File: src/rtl/argo_chan_wr_arb_if.sv
// ============================================================================
// Module   : argo_chan_wr_arb_if
// Brief    : Writer-side and FIFO-side bundle for the channel write arbiter.
// Revision : 1.0 - initial release
// ============================================================================
`default_nettype none

interface argo_chan_wr_arb_if #(
  parameter int NUM_WR     = 4,
  parameter int DATA_WIDTH = 32,
  parameter int IDX_WIDTH  = 2
);
  logic [NUM_WR-1:0]            wr_req;
  logic [NUM_WR*DATA_WIDTH-1:0] wr_data;
  logic [NUM_WR-1:0]            wr_ack;
  logic                         fifo_full;
  logic                         fifo_wr_en;
  logic [DATA_WIDTH-1:0]        fifo_wr_data;
  logic [IDX_WIDTH-1:0]         grant_idx;
  logic                         busy;
  logic [31:0]                  write_count;

  modport master (
    input  wr_req, wr_data, fifo_full,
    output wr_ack, fifo_wr_en, fifo_wr_data, grant_idx, busy, write_count
  );

  modport slave (
    output wr_req, wr_data, fifo_full,
    input  wr_ack, fifo_wr_en, fifo_wr_data, grant_idx, busy, write_count
  );
endinterface

`default_nettype wire

File: src/rtl/argo_chan_wr_arb.sv
// ============================================================================
// Module   : argo_chan_wr_arb
// Brief    : Round-robin arbiter granting one writer per two cycles into a
//            shared channel FIFO.
// Revision : 1.0 - initial release
// ============================================================================
`default_nettype none

module argo_chan_wr_arb #(
  parameter int NUM_WR     = 4,
  parameter int DATA_WIDTH = 32,
  parameter int IDX_WIDTH  = 2,
  parameter int ARB_ID     = 7
) (
  input  logic                clk,
  input  logic                rst,
  argo_chan_wr_arb_if.master  bus
);

  typedef enum logic [0:0] {
    ST_IDLE  = 1'b0,
    ST_GRANT = 1'b1
  } state_t;

  // Empty for every legal parameter set; exists only to pin the legal ranges.
  if (NUM_WR < 2 || NUM_WR > 16 || (1 << IDX_WIDTH) < NUM_WR ||
      ARB_ID < 0 || ARB_ID > 65535) begin : g_param_illegal
  end

  state_t                state_q, state_d;
  logic                  fifo_wr_en_q, fifo_wr_en_d;
  logic [NUM_WR-1:0]     wr_ack_q, wr_ack_d;
  logic [DATA_WIDTH-1:0] fifo_wr_data_q, fifo_wr_data_d;
  logic [IDX_WIDTH-1:0]  grant_idx_q, grant_idx_d;
  logic [IDX_WIDTH-1:0]  last_idx_q, last_idx_d;
  logic [31:0]           write_count_q, write_count_d;

  logic [NUM_WR-1:0]                 req_hi;
  logic [NUM_WR-1:0]                 req_sel;
  logic [NUM_WR-1:0]                 win_oh;
  logic [IDX_WIDTH-1:0]              win_idx;
  logic [DATA_WIDTH-1:0]             win_data;
  logic [IDX_WIDTH-1:0][NUM_WR-1:0]  idx_col;
  logic [DATA_WIDTH-1:0][NUM_WR-1:0] data_col;

  // Requests strictly above the last winner take precedence; otherwise wrap to 0.
  for (genvar g = 0; g < NUM_WR; g++) begin : g_req_hi
    assign req_hi[g] = bus.wr_req[g] & (IDX_WIDTH'(g) > last_idx_q);
  end

  assign req_sel = (|req_hi) ? req_hi : bus.wr_req;
  assign win_oh  = req_sel & ~(req_sel - NUM_WR'(1));

  for (genvar b = 0; b < IDX_WIDTH; b++) begin : g_idx_bit
    for (genvar g = 0; g < NUM_WR; g++) begin : g_idx_wr
      assign idx_col[b][g] = win_oh[g] & (((g >> b) & 1) == 1);
    end
    assign win_idx[b] = |idx_col[b];
  end

  for (genvar d = 0; d < DATA_WIDTH; d++) begin : g_data_bit
    for (genvar g = 0; g < NUM_WR; g++) begin : g_data_wr
      assign data_col[d][g] = win_oh[g] & bus.wr_data[g*DATA_WIDTH + d];
    end
    assign win_data[d] = |data_col[d];
  end

  always_comb begin
    state_d        = state_q;
    fifo_wr_en_d   = 1'b0;
    wr_ack_d       = '0;
    fifo_wr_data_d = fifo_wr_data_q;
    grant_idx_d    = grant_idx_q;
    last_idx_d     = last_idx_q;
    write_count_d  = write_count_q;
    case (state_q)
      ST_IDLE: begin
        if ((|bus.wr_req) && !bus.fifo_full) begin
          state_d        = ST_GRANT;
          fifo_wr_en_d   = 1'b1;
          wr_ack_d       = win_oh;
          fifo_wr_data_d = win_data;
          grant_idx_d    = win_idx;
          last_idx_d     = win_idx;
          write_count_d  = write_count_q + 32'd1;
        end
      end
      ST_GRANT: state_d = ST_IDLE;
      default:  state_d = ST_IDLE;
    endcase
  end

  always_ff @(posedge clk) begin
    if (rst) begin
      state_q        <= ST_IDLE;
      fifo_wr_en_q   <= 1'b0;
      wr_ack_q       <= '0;
      fifo_wr_data_q <= '0;
      grant_idx_q    <= '0;
      last_idx_q     <= IDX_WIDTH'(NUM_WR - 1);
      write_count_q  <= '0;
    end else begin
      state_q        <= state_d;
      fifo_wr_en_q   <= fifo_wr_en_d;
      wr_ack_q       <= wr_ack_d;
      fifo_wr_data_q <= fifo_wr_data_d;
      grant_idx_q    <= grant_idx_d;
      last_idx_q     <= last_idx_d;
      write_count_q  <= write_count_d;
    end
  end

  assign bus.fifo_wr_en   = fifo_wr_en_q;
  assign bus.wr_ack       = wr_ack_q;
  assign bus.fifo_wr_data = fifo_wr_data_q;
  assign bus.grant_idx    = grant_idx_q;
  assign bus.busy         = (state_q == ST_GRANT);
  assign bus.write_count  = write_count_q;

endmodule

`default_nettype wire

File: src/flat_wrapper.sv
// flat-port wrapper written by rule: the top's interface ports become plain ports
module argo_chan_wr_arb_flat 
#(
  parameter int NUM_WR     = 4,
  parameter int DATA_WIDTH = 32,
  parameter int IDX_WIDTH  = 2,
  parameter int ARB_ID     = 7
)
  (clk, rst, bus_wr_req, bus_wr_data, bus_fifo_full, bus_wr_ack, bus_fifo_wr_en, bus_fifo_wr_data, bus_grant_idx, bus_busy, bus_write_count);
  argo_chan_wr_arb_if #(.NUM_WR(NUM_WR), .DATA_WIDTH(DATA_WIDTH), .IDX_WIDTH(IDX_WIDTH)) bus_i ();
  input  logic clk;
  input  logic rst;
  input wire logic [$bits(bus_i.wr_req)-1:0] bus_wr_req;
  input wire logic [$bits(bus_i.wr_data)-1:0] bus_wr_data;
  input wire logic [$bits(bus_i.fifo_full)-1:0] bus_fifo_full;
  output wire logic [$bits(bus_i.wr_ack)-1:0] bus_wr_ack;
  output wire logic [$bits(bus_i.fifo_wr_en)-1:0] bus_fifo_wr_en;
  output wire logic [$bits(bus_i.fifo_wr_data)-1:0] bus_fifo_wr_data;
  output wire logic [$bits(bus_i.grant_idx)-1:0] bus_grant_idx;
  output wire logic [$bits(bus_i.busy)-1:0] bus_busy;
  output wire logic [$bits(bus_i.write_count)-1:0] bus_write_count;
  assign bus_i.wr_req = bus_wr_req;
  assign bus_i.wr_data = bus_wr_data;
  assign bus_i.fifo_full = bus_fifo_full;
  assign bus_wr_ack = bus_i.wr_ack;
  assign bus_fifo_wr_en = bus_i.fifo_wr_en;
  assign bus_fifo_wr_data = bus_i.fifo_wr_data;
  assign bus_grant_idx = bus_i.grant_idx;
  assign bus_busy = bus_i.busy;
  assign bus_write_count = bus_i.write_count;
  argo_chan_wr_arb #(.NUM_WR(NUM_WR), .DATA_WIDTH(DATA_WIDTH), .IDX_WIDTH(IDX_WIDTH), .ARB_ID(ARB_ID)) u_core (.clk(clk), .rst(rst), .bus(bus_i));
endmodule
File: config.mk
export PLATFORM = sky130hd
export DESIGN_NAME = argo_chan_wr_arb_flat
export DESIGN_NICKNAME = d
export VERILOG_FILES = /design/src/rtl/argo_chan_wr_arb_if.sv /design/src/rtl/argo_chan_wr_arb.sv /design/src/flat_wrapper.sv
export SDC_FILE = /design/constraint.sdc
export NUM_CORES = 1
export LEC_CHECK = 0
export BUFFER_PORTS_ARGS = -buffer_cell sky130_fd_sc_hd__buf_4
export CAP_MARGIN = 20
export CELL_PAD_IN_SITES_DETAIL_PLACEMENT = 1
export CELL_PAD_IN_SITES_GLOBAL_PLACEMENT = 1
export CORE_UTILIZATION = 27
export CTS_CLUSTER_DIAMETER = 200
export CTS_CLUSTER_SIZE = 12
export DETAILED_ROUTE_END_ITERATION = 8
export PLACE_DENSITY = 0.76
export SKIP_CTS_REPAIR_TIMING = 1
export SLEW_MARGIN = 10
export SYNTH_ARGS = -nofsm -noshare
export SYNTH_HDL_FRONTEND = slang
export SYNTH_SLANG_ARGS = --single-unit
File: constraint.sdc
create_clock -name clk -period 1.91 [get_ports clk]
set_clock_uncertainty 0.15 [all_clocks]
set_input_delay 0.191 -clock clk [delete_from_list [all_inputs] [get_ports clk]]
set_output_delay 0.191 -clock clk [all_outputs]
set_load 0.02 [all_outputs]
==> results of run 1 <==
[report_power, final]
| part | total, mW | internal, mW | switching, mW |
|---|---|---|---|
| registers | 1.65 | 1.59 | 0.0525 |
| logic | 0.957 | 0.487 | 0.470 |
| clock network | 1.80 | 1.04 | 0.755 |
[final cells by class]
| cell class | instances | area [um^2] |
|---|---|---|
| sequential | 73 | 1505 |
| clock inverter | 7 | 85.08 |
| clock buffer | 9 | 225.2 |
| tap | 172 | 215.2 |
| multi-input combinational | 297 | 1911 |
| fill | 1496 | 6484 |
| timing repair buffer | 269 | 2125 |
| inverter | 5 | 18.77 |
[worst paths after layout]
path / depth (start not counted) / endpoint / slack (ns) / startpoint
worst max-delay path: 5 / u_core.bus.write_count[19] / -0.05 / u_core.bus.write_count[14]
worst min-delay path: 3 / u_core.bus.fifo_wr_data[25] / 0.04 / bus_wr_data[57]
worst max register to register: 5 / u_core.bus.write_count[19] / -0.05 / u_core.bus.write_count[14]
worst min register to register: 2 / u_core.bus.grant_idx[1] / 0.32 / u_core.bus.grant_idx[1]
[cells by family (layout without fill, tap and decap cells)]
kind of cell / after synthesis / in the layout / synth area share, %
adders and majority gates: 1 / 1 / 0.3602
DFF: 73 / 73 / 42.07
xor gates and xnor gates: 21 / 21 / 5.295
and+or+nand+nor: 143 / 144 / 20.39
AOI/OAI and AO/OA: 131 / 131 / 26.55
buffers and inverters: 42 / 290 / 5.331
[sequential cells by signal (all words and copies together), names as in the netlist]
name and count:
u_core.bus.write_count 32, u_core.bus.fifo_wr_data 32, u_core.bus.fifo_wr_en 1, u_core.last_idx_q 2
u_core.bus.wr_ack 4, u_core.bus.grant_idx 2
[tightest hold or removal path: stages]
cell	delay, ns
buf_4	0.11
a21oi_1	0.11
a211oi_1	0.07
[through the flow]
step                      utilization (%)  setup WS [ns]  hold slack [ns]
final                               48.41       -0.05161          0.04479
after floorplan                         -       -0.09041           0.2635
after CTS                           47.36       -0.08948          0.03688
after global placement              44.89       -0.06076           0.3096
after global routing                48.41       -0.09027          0.05041
after detailed placement            44.89        -0.1073           0.3128
[cells in the final DEF, fill, tap and decap left out, types with 3 or more instances in the layout]
| master | n |
|---|---|
| a211oi_1 | 32 |
| a21oi_1 | 45 |
| a21oi_2 | 3 |
| a222oi_1 | 32 |
| and2_1 | 6 |
| and3_1 | 3 |
| buf_12 | 7 |
| buf_4 | 261 |
| clkbuf_16 | 10 |
| dfxtp_1 | 58 |
| dfxtp_2 | 5 |
| dfxtp_4 | 10 |
| inv_1 | 5 |
| nand2_1 | 18 |
| nand3_1 | 9 |
| nand4_1 | 14 |
| nor2_1 | 60 |
| nor3_1 | 4 |
| nor4_1 | 4 |
| o21ai_0 | 12 |
| or3_1 | 8 |
| xnor2_1 | 6 |
| xor2_1 | 15 |
[per-layer routing]
layer	global-route usage (%)	vias up
met4	6.147	0
met1	23.16	2090
met2	39.28	193
li1	-	2047
met3	8.107	20
met5	0	-
[synth_stat cells (2+ instances only)]
library cell | number | area [um^2]
xnor2_1 | 6 | 52.55
nand2_1 | 19 | 71.32
and2_1 | 7 | 43.79
buf_2 | 4 | 20.02
nand3_1 | 10 | 50.05
dfxtp_1 | 73 | 1461
inv_1 | 5 | 18.77
buf_4 | 2 | 15.01
xor2_1 | 15 | 131.4
a21oi_1 | 48 | 240.2
o211a_1 | 2 | 20.02
and3_1 | 5 | 31.28
nor2_1 | 60 | 225.2
or3_1 | 9 | 56.30
a211oi_1 | 32 | 240.2
o21ai_0 | 12 | 60.06
nor3_1 | 4 | 20.02
nand4_1 | 14 | 87.58
nor4_1 | 5 | 31.28
a222oi_1 | 32 | 320.3
buf_6 | 2 | 22.52
clkbuf_1 | 28 | 105.1
and4_1 | 3 | 26.28
==> flow_summary.toml, run 1 <==
[route]
vias_per_cell = 5.228
highest_layer = "met4"
wl_per_cell_um = 18.22
wl_um = 15160
drt_iter0_markers = 424
wl_met1_um = 5721
vias = 4350
wl_met3_um = 1345
drtAntennaViolNets = 0
first_pass_iters = 7
drc = 0
wl_met2_um = 7813

[pwr]
power.leakage_nw = 2.694
ir_drop_v = 0.0004468
p_per_area_mw_per_mm2 = 723.3
totalPowerFinal_mw = 4.401

[sta]
slew_headroom_pct = 71.64
hold_viol = 0
fin_setup_tns_ns = -0.1681
finalCritPeriodShare_pct = 102.7
setup_viol = 7
min_period_ns = 1.962
worst_slack_ns = -0.05161
drv_slew = 0
worst_slew_pin_slew_ns = 0.4254
rsz0062_at_grt = "true"
max_freq_mhz = 509.8

[critical_path]
critPathLaunchType = "flop"
max_stage_delay_ns = 0.60
slowest_stage = "or4_4"
arrival_ns = 2.08
cpLargestDelayFamily = "simple AND/OR/NAND/NOR gates"
path_class = "flop to flop"
critical_path_buf_inv_count = 0
crit_required_ns = 2.03
cp-end-kind = "flop"
crit_chain = "and3_4 > nand3_4 > or4_4 > or3_4 > a21oi_2"
worstPathMaxFanout = 7

[floorplanning]
coreArea_mm2 = 0.01257
die_area_mm2 = 0.01332
fp.dieH_um = 115.4
rows = 41
initial_core_util_pct = 27.64
die_x_um = 115.4
ios = 207

[global_routing]
grt_usage_pct = 21.56
grt_overflow = 0
antenna_found_initial = 0
grt_pass1_vias = 4336
grt_pass1_wl_um = 22160
grt_max_degree = 37

[synthesis]
synth-main-ff-cell = "dfxtp_1"
synth-async-reset-ratio_pct = 0
netlist_instances = 411
synth_warnings = 0
seq_area_frac_synth_pct = 42.07
syn-cell-area_mm2 = 0.003473
ys_ff_latch = 73
synthDistinctLibCells = 37
synth_edf_count = 0
synth.avg_cell_area_um2 = 8.451
synth_nets = 547

[finish]
design_area_mm2 = 0.006085
n_antenna_cell = 0
area_growth_pct = 75.18
finalNonFillerCells = 832
nNetsFinal = 791
layout-drive-gt1-share_pct = 48.48

[clocking]
cts-root-buf = "clkbuf_16"
tritoncts = "yes"
clk_pin_slew_worst_paths_ns = 0.07
cts_buffers = 9
cts_buffer_depth = 2
worstSkewPairLatency_ns = 0.33
cts_sinks = 73
h-tree-depth = 3

[placement]
place_area_mm2 = 0.005642
io_buffers = 206
globalplace.congestion = 0.7766
dp_hpwl_um = 11110
place_inst = 808

[min_path]
min_path_type = "primary input to flop"

[run_status]
violations = "negative setup slack"
status = "finished with violations"

[flow_run]
maxCapViolCount = 0
(Power assumes the default switching activity.)
==> inputs of run 2 (changes only) <==
--- a/config.mk
+++ b/config.mk
@@ -5,11 +5,12 @@
 export SDC_FILE = /design/constraint.sdc
 export NUM_CORES = 1
 export LEC_CHECK = 0
+export ABC_AREA = 1
 export BUFFER_PORTS_ARGS = -buffer_cell sky130_fd_sc_hd__buf_4
 export CAP_MARGIN = 20
 export CELL_PAD_IN_SITES_DETAIL_PLACEMENT = 1
 export CELL_PAD_IN_SITES_GLOBAL_PLACEMENT = 1
-export CORE_UTILIZATION = 27
+export CORE_UTILIZATION = 28
 export CTS_CLUSTER_DIAMETER = 200
 export CTS_CLUSTER_SIZE = 12
 export DETAILED_ROUTE_END_ITERATION = 8
==> flow_summary.toml, run 2 <==
[run_status]
status = "finished, final reports clean"

[synthesis]
yosysTopAreaCellShare_pct = 30.29
ys_ff_latch = 73
synth_common_cells = "nand2_1 (241), nor2_1 (188), inv_1 (95), nand3_1 (77), dfxtp_1 (73)"
synth_compound_area_share_pct = 3.320
synth_most_common_cell = "nand2_1"
seq_area_frac_synth_pct = 30.29
muxShareOfSynthArea_pct = 0
yosysTopAreaCell = "dfxtp_1"
synth.avg_cell_area_um2 = 5.820
synth-async-reset-ratio_pct = 0
synth_warnings = 0
netlist_instances = 829
synth_fa_ha_area_share_pct = 0.2593
synth-simple-area-share_pct = 51.45
synth_edf_count = 0
synth-xor-area-share_pct = 1.271
synth-main-ff-cell = "dfxtp_1"
synth_top_family_by_area = "simple AND/OR/NAND/NOR gates"
yosys-top-cells-area = "dfxtp_1 (30%), nand2_1 (19%), nor2_1 (15%)"
synth_nets = 965
synthDistinctLibCells = 27
syn-cell-area_mm2 = 0.004825

[flow_run]
maxCapViolCount = 0

[sta]
worst_slew_pin_slew_ns = 0.3329
worst_slack_ns = 0.1063
setup_viol = 0
fin_setup_tns_ns = 0
max_freq_mhz = 554.4
hold_ws_ns = 0.01463
hold_viol = 0
min_period_ns = 1.804
finalCritPeriodShare_pct = 94.43
drv_slew = 0
slew_headroom_pct = 77.78

[critical_path]
cp-end-kind = "flop"
setup.worst_path.start = "u_core.last_idx_q[1]"
r2r_end = "u_core.bus.fifo_wr_data[15]"
reg2regPathDepth = 10
reg2reg_slack_ns = 0.11
crit_end = "u_core.bus.fifo_wr_data[15]"
path_class = "flop to flop"
worstPathMaxFanout = 13
r2r-start = "u_core.last_idx_q[1]"
arrival_ns = 1.95
crit_required_ns = 2.06
critPathLaunchType = "flop"

[route]
first_pass_iters = 4
drc = 0
drtAntennaViolNets = 0
vias = 5912
wl_per_cell_um = 15.32
drt_iter0_markers = 173
vias_per_cell = 4.692
wl_um = 19300

[finish]
n_antenna_cell = 0
layout-drive-gt1-share_pct = 27.21
layout_common_cells = "nand2_1 (241), buf_4 (232), nor2_1 (184)"
design_area_mm2 = 0.007049
final_common_cell = "nand2_1"
finalNonFillerCells = 1260
area_growth_pct = 46.11
nNetsFinal = 1172

[global_routing]
grt_pass1_wl_um = 30820
grt_usage_pct = 22.08
antenna_found_initial = 0
grt_max_degree = 38
grt_pass1_vias = 6184
grt_overflow = 0

[floorplanning]
ios = 207
die_area_mm2 = 0.01776
fp.dieH_um = 133.3
coreArea_mm2 = 0.01670
initial_core_util_pct = 28.89
rows = 47
die_x_um = 133.3

[placement]
place_area_mm2 = 0.006625
io_buffers = 206
preCtsSetupSlack_ns = -0.2348
dp_hpwl_um = 14680
globalplace.congestion = 0.8400
place_inst = 1241

[pwr]
clock_power_share_pct = 38.2
internal_power_mw = 3.199
pwr-share-seq_pct = 36.0
switching_power_mw = 1.391
power.leakage_nw = 3.473
netSwitchingFraction_pct = 30.31
ir_drop_v = 0.0004340
p_comb_share_pct = 25.8
p_per_area_mw_per_mm2 = 651.2

[clocking]
h-tree-depth = 3
clk_pin_slew_worst_paths_ns = 0.06
tritoncts = "yes"
cts_sinks = 73
cts-root-buf = "clkbuf_16"
cts_buffer_depth = 2
worstSkewPairLatency_ns = 0.34
cts_buffers = 9

[min_path]
min_path_type = "primary input to flop"
run 2: cell count changes after synthesis, sizes merged, moves of 11 or more:
cell and change:
a222oi -32, nand4 +21, nand2 +227, a21oi -23
buf +22, clkbuf -16, nor2 +140, inv +93
a211oi -32, nand3 +70, nand3b +11
run 2: layer usage:
metal  vias to the layer above  part of all wire [%]  GRT usage [%]
met3                        26                   7.9          7.763
met5                         -                     0              0
met4                         0                   1.7          7.071
met1                      2747                    40          24.47
met2                       166                    50          39.18
li1                       2973                     -              -
run 2: how the worst min path moves through the flow:
| stage | from | endpoint | slack, ns | depth (start not counted) |
|---|---|---|---|---|
| global route | bus_wr_data[102] | u_core.bus.fifo_wr_data[6] | 0.04 | 5 |
| floorplan | bus_wr_data[96] | u_core.bus.fifo_wr_data[0] | 0.26 | 4 |
| finish | bus_wr_data[112] | u_core.bus.fifo_wr_data[16] | 0.01 | 5 |
| global placement | u_core.bus.grant_idx[0] | u_core.bus.grant_idx[0] | 0.31 | 2 |
| CTS | bus_wr_data[108] | u_core.bus.fifo_wr_data[12] | 0.006 | 5 |
| detailed placement | u_core.bus.grant_idx[1] | u_core.bus.grant_idx[1] | 0.31 | 2 |
run 2: power groups by stage:
stage / Sequential [mW] / Combinational (mW) / Clock [mW]
finish: 1.65 / 1.19 / 1.75
CTS: 1.65 / 1.14 / 1.80
global placement: 1.68 / 1.13 / 0
detailed placement: 1.68 / 1.14 / 0
floorplan: 1.77 / 0.548 / 0
global route: 1.66 / 1.31 / 1.85
run 2: final cells by class:
type,instances,area [um^2]
fill,2318,9652
multi-input combinational,616,2766
timing repair buffer,238,1862
sequential,73,1465
inverter,98,382.9
tap,220,275.3
clock buffer,13,260.3
clock inverter,2,37.54
run 2: worst max-delay path, cell delays in order (launching register included):
cell and delay, ns:
dfxtp_2 0.34, inv_1 0.10, nand2_1 0.09, nand3_1 0.12, nand3_1 0.23, nor2_4 0.27
buf_12 0.17, nand3_1 0.08, nand3_1 0.10, nand2_1 0.06, inv_1 0.04
run 2: logic make-up (layout without fill, tap and decap cells):
group,Yosys count,in the layout
simple gates,575,576
flops,73,73
compound gates,32,32
fa+ha+maj,1,1
buf+inv,141,351
xor+xnor,7,7
run 2: stage by stage:
| stage | util [%] | power [mW] |
|---|---|---|
| after floorplan | - | 2.314 |
| after detailed placement | 39.67 | 2.820 |
| final | 42.21 | 4.590 |
| after global placement | 39.67 | 2.806 |
| after global routing | 42.21 | 4.815 |
| after CTS | 41.45 | 4.593 |
==> inputs of run 3 (changes only) <==
==> constraint.sdc (replaced) <==
create_clock -name clk -period 1.5 [get_ports clk]
set_clock_uncertainty 0.15 [all_clocks]
set_input_delay 0.15 -clock clk [delete_from_list [all_inputs] [get_ports clk]]
set_output_delay 0.15 -clock clk [all_outputs]
set_load 0.02 [all_outputs]
==> flow_summary.toml, run 3 (synthesis results as in run 2) <==
[run_status]
status = "finished with violations"
violations = "negative hold slack, negative setup slack"

[floorplanning]
fp.dieH_um = 133.3
die_area_mm2 = 0.01776
ios = 207
rows = 47
die_x_um = 133.3
initial_core_util_pct = 28.89
coreArea_mm2 = 0.01670

[pwr]
totalPowerFinal_mw = 6.014
ir_drop_v = 0.0005962
p_per_area_mw_per_mm2 = 711.7
power.leakage_nw = 4.199

[clocking]
worstSkewPairLatency_ns = 0.35
cts_sinks = 73
cts_buffer_depth = 2
cts_buffers = 9
cts-root-buf = "clkbuf_16"
h-tree-depth = 3
tritoncts = "yes"
clk_pin_slew_worst_paths_ns = 0.06

[critical_path]
cpLargestDelayFamily = "simple AND/OR/NAND/NOR gates"
cp-end-kind = "flop"
path_class = "flop to flop"
crit_chain = "inv_2 > nand2_2 > nand3_2 > nand3_2 > nor2_4 > buf_12 > clkbuf_16 > nand3_1 > nand3_2 > nand2_1 > inv_1"
max_stage_delay_ns = 0.34
crit_top_cell = "nand3_2"
worstPathMaxFanout = 5
critPathLaunchType = "flop"
crit_required_ns = 1.66
slowest_stage = "dfxtp_2"
critical_path_buf_inv_count = 4
arrival_ns = 1.84

[route]
first_pass_iters = 4
wl_um = 22890
vias_per_cell = 4.830
wl_per_cell_um = 17.03
drt_iter0_markers = 174
vias = 6492
drtAntennaViolNets = 0
drc = 0

[sta]
hold_ws_ns = -0.03563
fin_setup_tns_ns = -5.846
hold_viol = 17
max_freq_mhz = 592.6
worst_slew_pin_slew_ns = 0.3717
drv_slew = 0
rsz0062_at_grt = "true"
worst_slack_ns = -0.1876
slew_headroom_pct = 75.19
min_period_ns = 1.688
finalCritPeriodShare_pct = 112.5
setup_viol = 60

[finish]
final_common_cell = "buf_4"
layout-drive-gt1-share_pct = 43.86
layout_common_cells = "buf_4 (281), nand2_1 (190), nor2_1 (153)"
area_growth_pct = 75.16
n_antenna_cell = 0
nNetsFinal = 1255

[placement]
io_buffers = 206
globalplace.congestion = 0.8378
dp_hpwl_um = 15960

[flow_run]
maxCapViolCount = 0

[global_routing]
grt_usage_pct = 23.02
grt_pass1_vias = 6318
grt_max_degree = 30
antenna_found_initial = 0
grt_overflow = 0
grt_pass1_wl_um = 32060

[min_path]
min_path_type = "primary input to flop"
run 3: path summary, 6_finish.rpt:
check                           cells past startpoint                     from  slack (ns)                          end
worst max-delay path                               11     u_core.last_idx_q[1]       -0.19  u_core.bus.fifo_wr_data[18]
worst min register to register                      2  u_core.bus.grant_idx[1]        0.33      u_core.bus.grant_idx[1]
worst min-delay path                                5          bus_wr_data[98]       -0.04   u_core.bus.fifo_wr_data[2]
worst max register to register                     11     u_core.last_idx_q[1]       -0.19  u_core.bus.fifo_wr_data[18]
run 3: cell type report:
cell class	count	area [um^2]
Timing Repair Buffer	322	2783
Inverter	98	385.4
Clock inverter	4	20.02
Tap cell	220	275.3
Multi-Input combinational cell	615	3234
Clock buffer	12	236.5
Sequential cell	73	1516
Fill cell	2218	8250
run 3: routing by layer:
| metal | GRT usage, % | vias to the layer above | routed length, um |
|---|---|---|---|
| li1 | - | 3149 | - |
| met1 | 25.34 | 3116 | 8769 |
| met2 | 42.30 | 190 | 12190 |
| met3 | 7.116 | 37 | 1434 |
| met4 | 6.313 | 0 | 502 |
| met5 | 0 | - | 0 |
run 3: tightest hold or removal path: cells and delay by family:
kind	cells	cell delay, ns
buffers and inverters	2	0.12
AND/OR/NAND/NOR	3	0.17
run 3: per-stage QoR:
step | area [um^2] | util (%) | std cells | worst slack, ns
after floorplan | 4872 | - | 829 | -0.001324
after global placement | 7249 | 43.41 | 1300 | -0.1607
after detailed placement | 7249 | 43.41 | 1300 | -0.1853
after CTS | 7506 | 44.94 | 1316 | -0.1982
after global routing | 8451 | 50.60 | 1344 | -0.2943
final | 8451 | 50.60 | 1344 | -0.1876
run 3: where the power goes:
group | switching [mW] | internal [mW] | total (mW)
registers | 0.0721 | 2.03 | 2.10
clock network | 0.908 | 1.11 | 2.02
logic | 0.993 | 0.903 | 1.90
total | 1.97 | 4.04 | 6.01
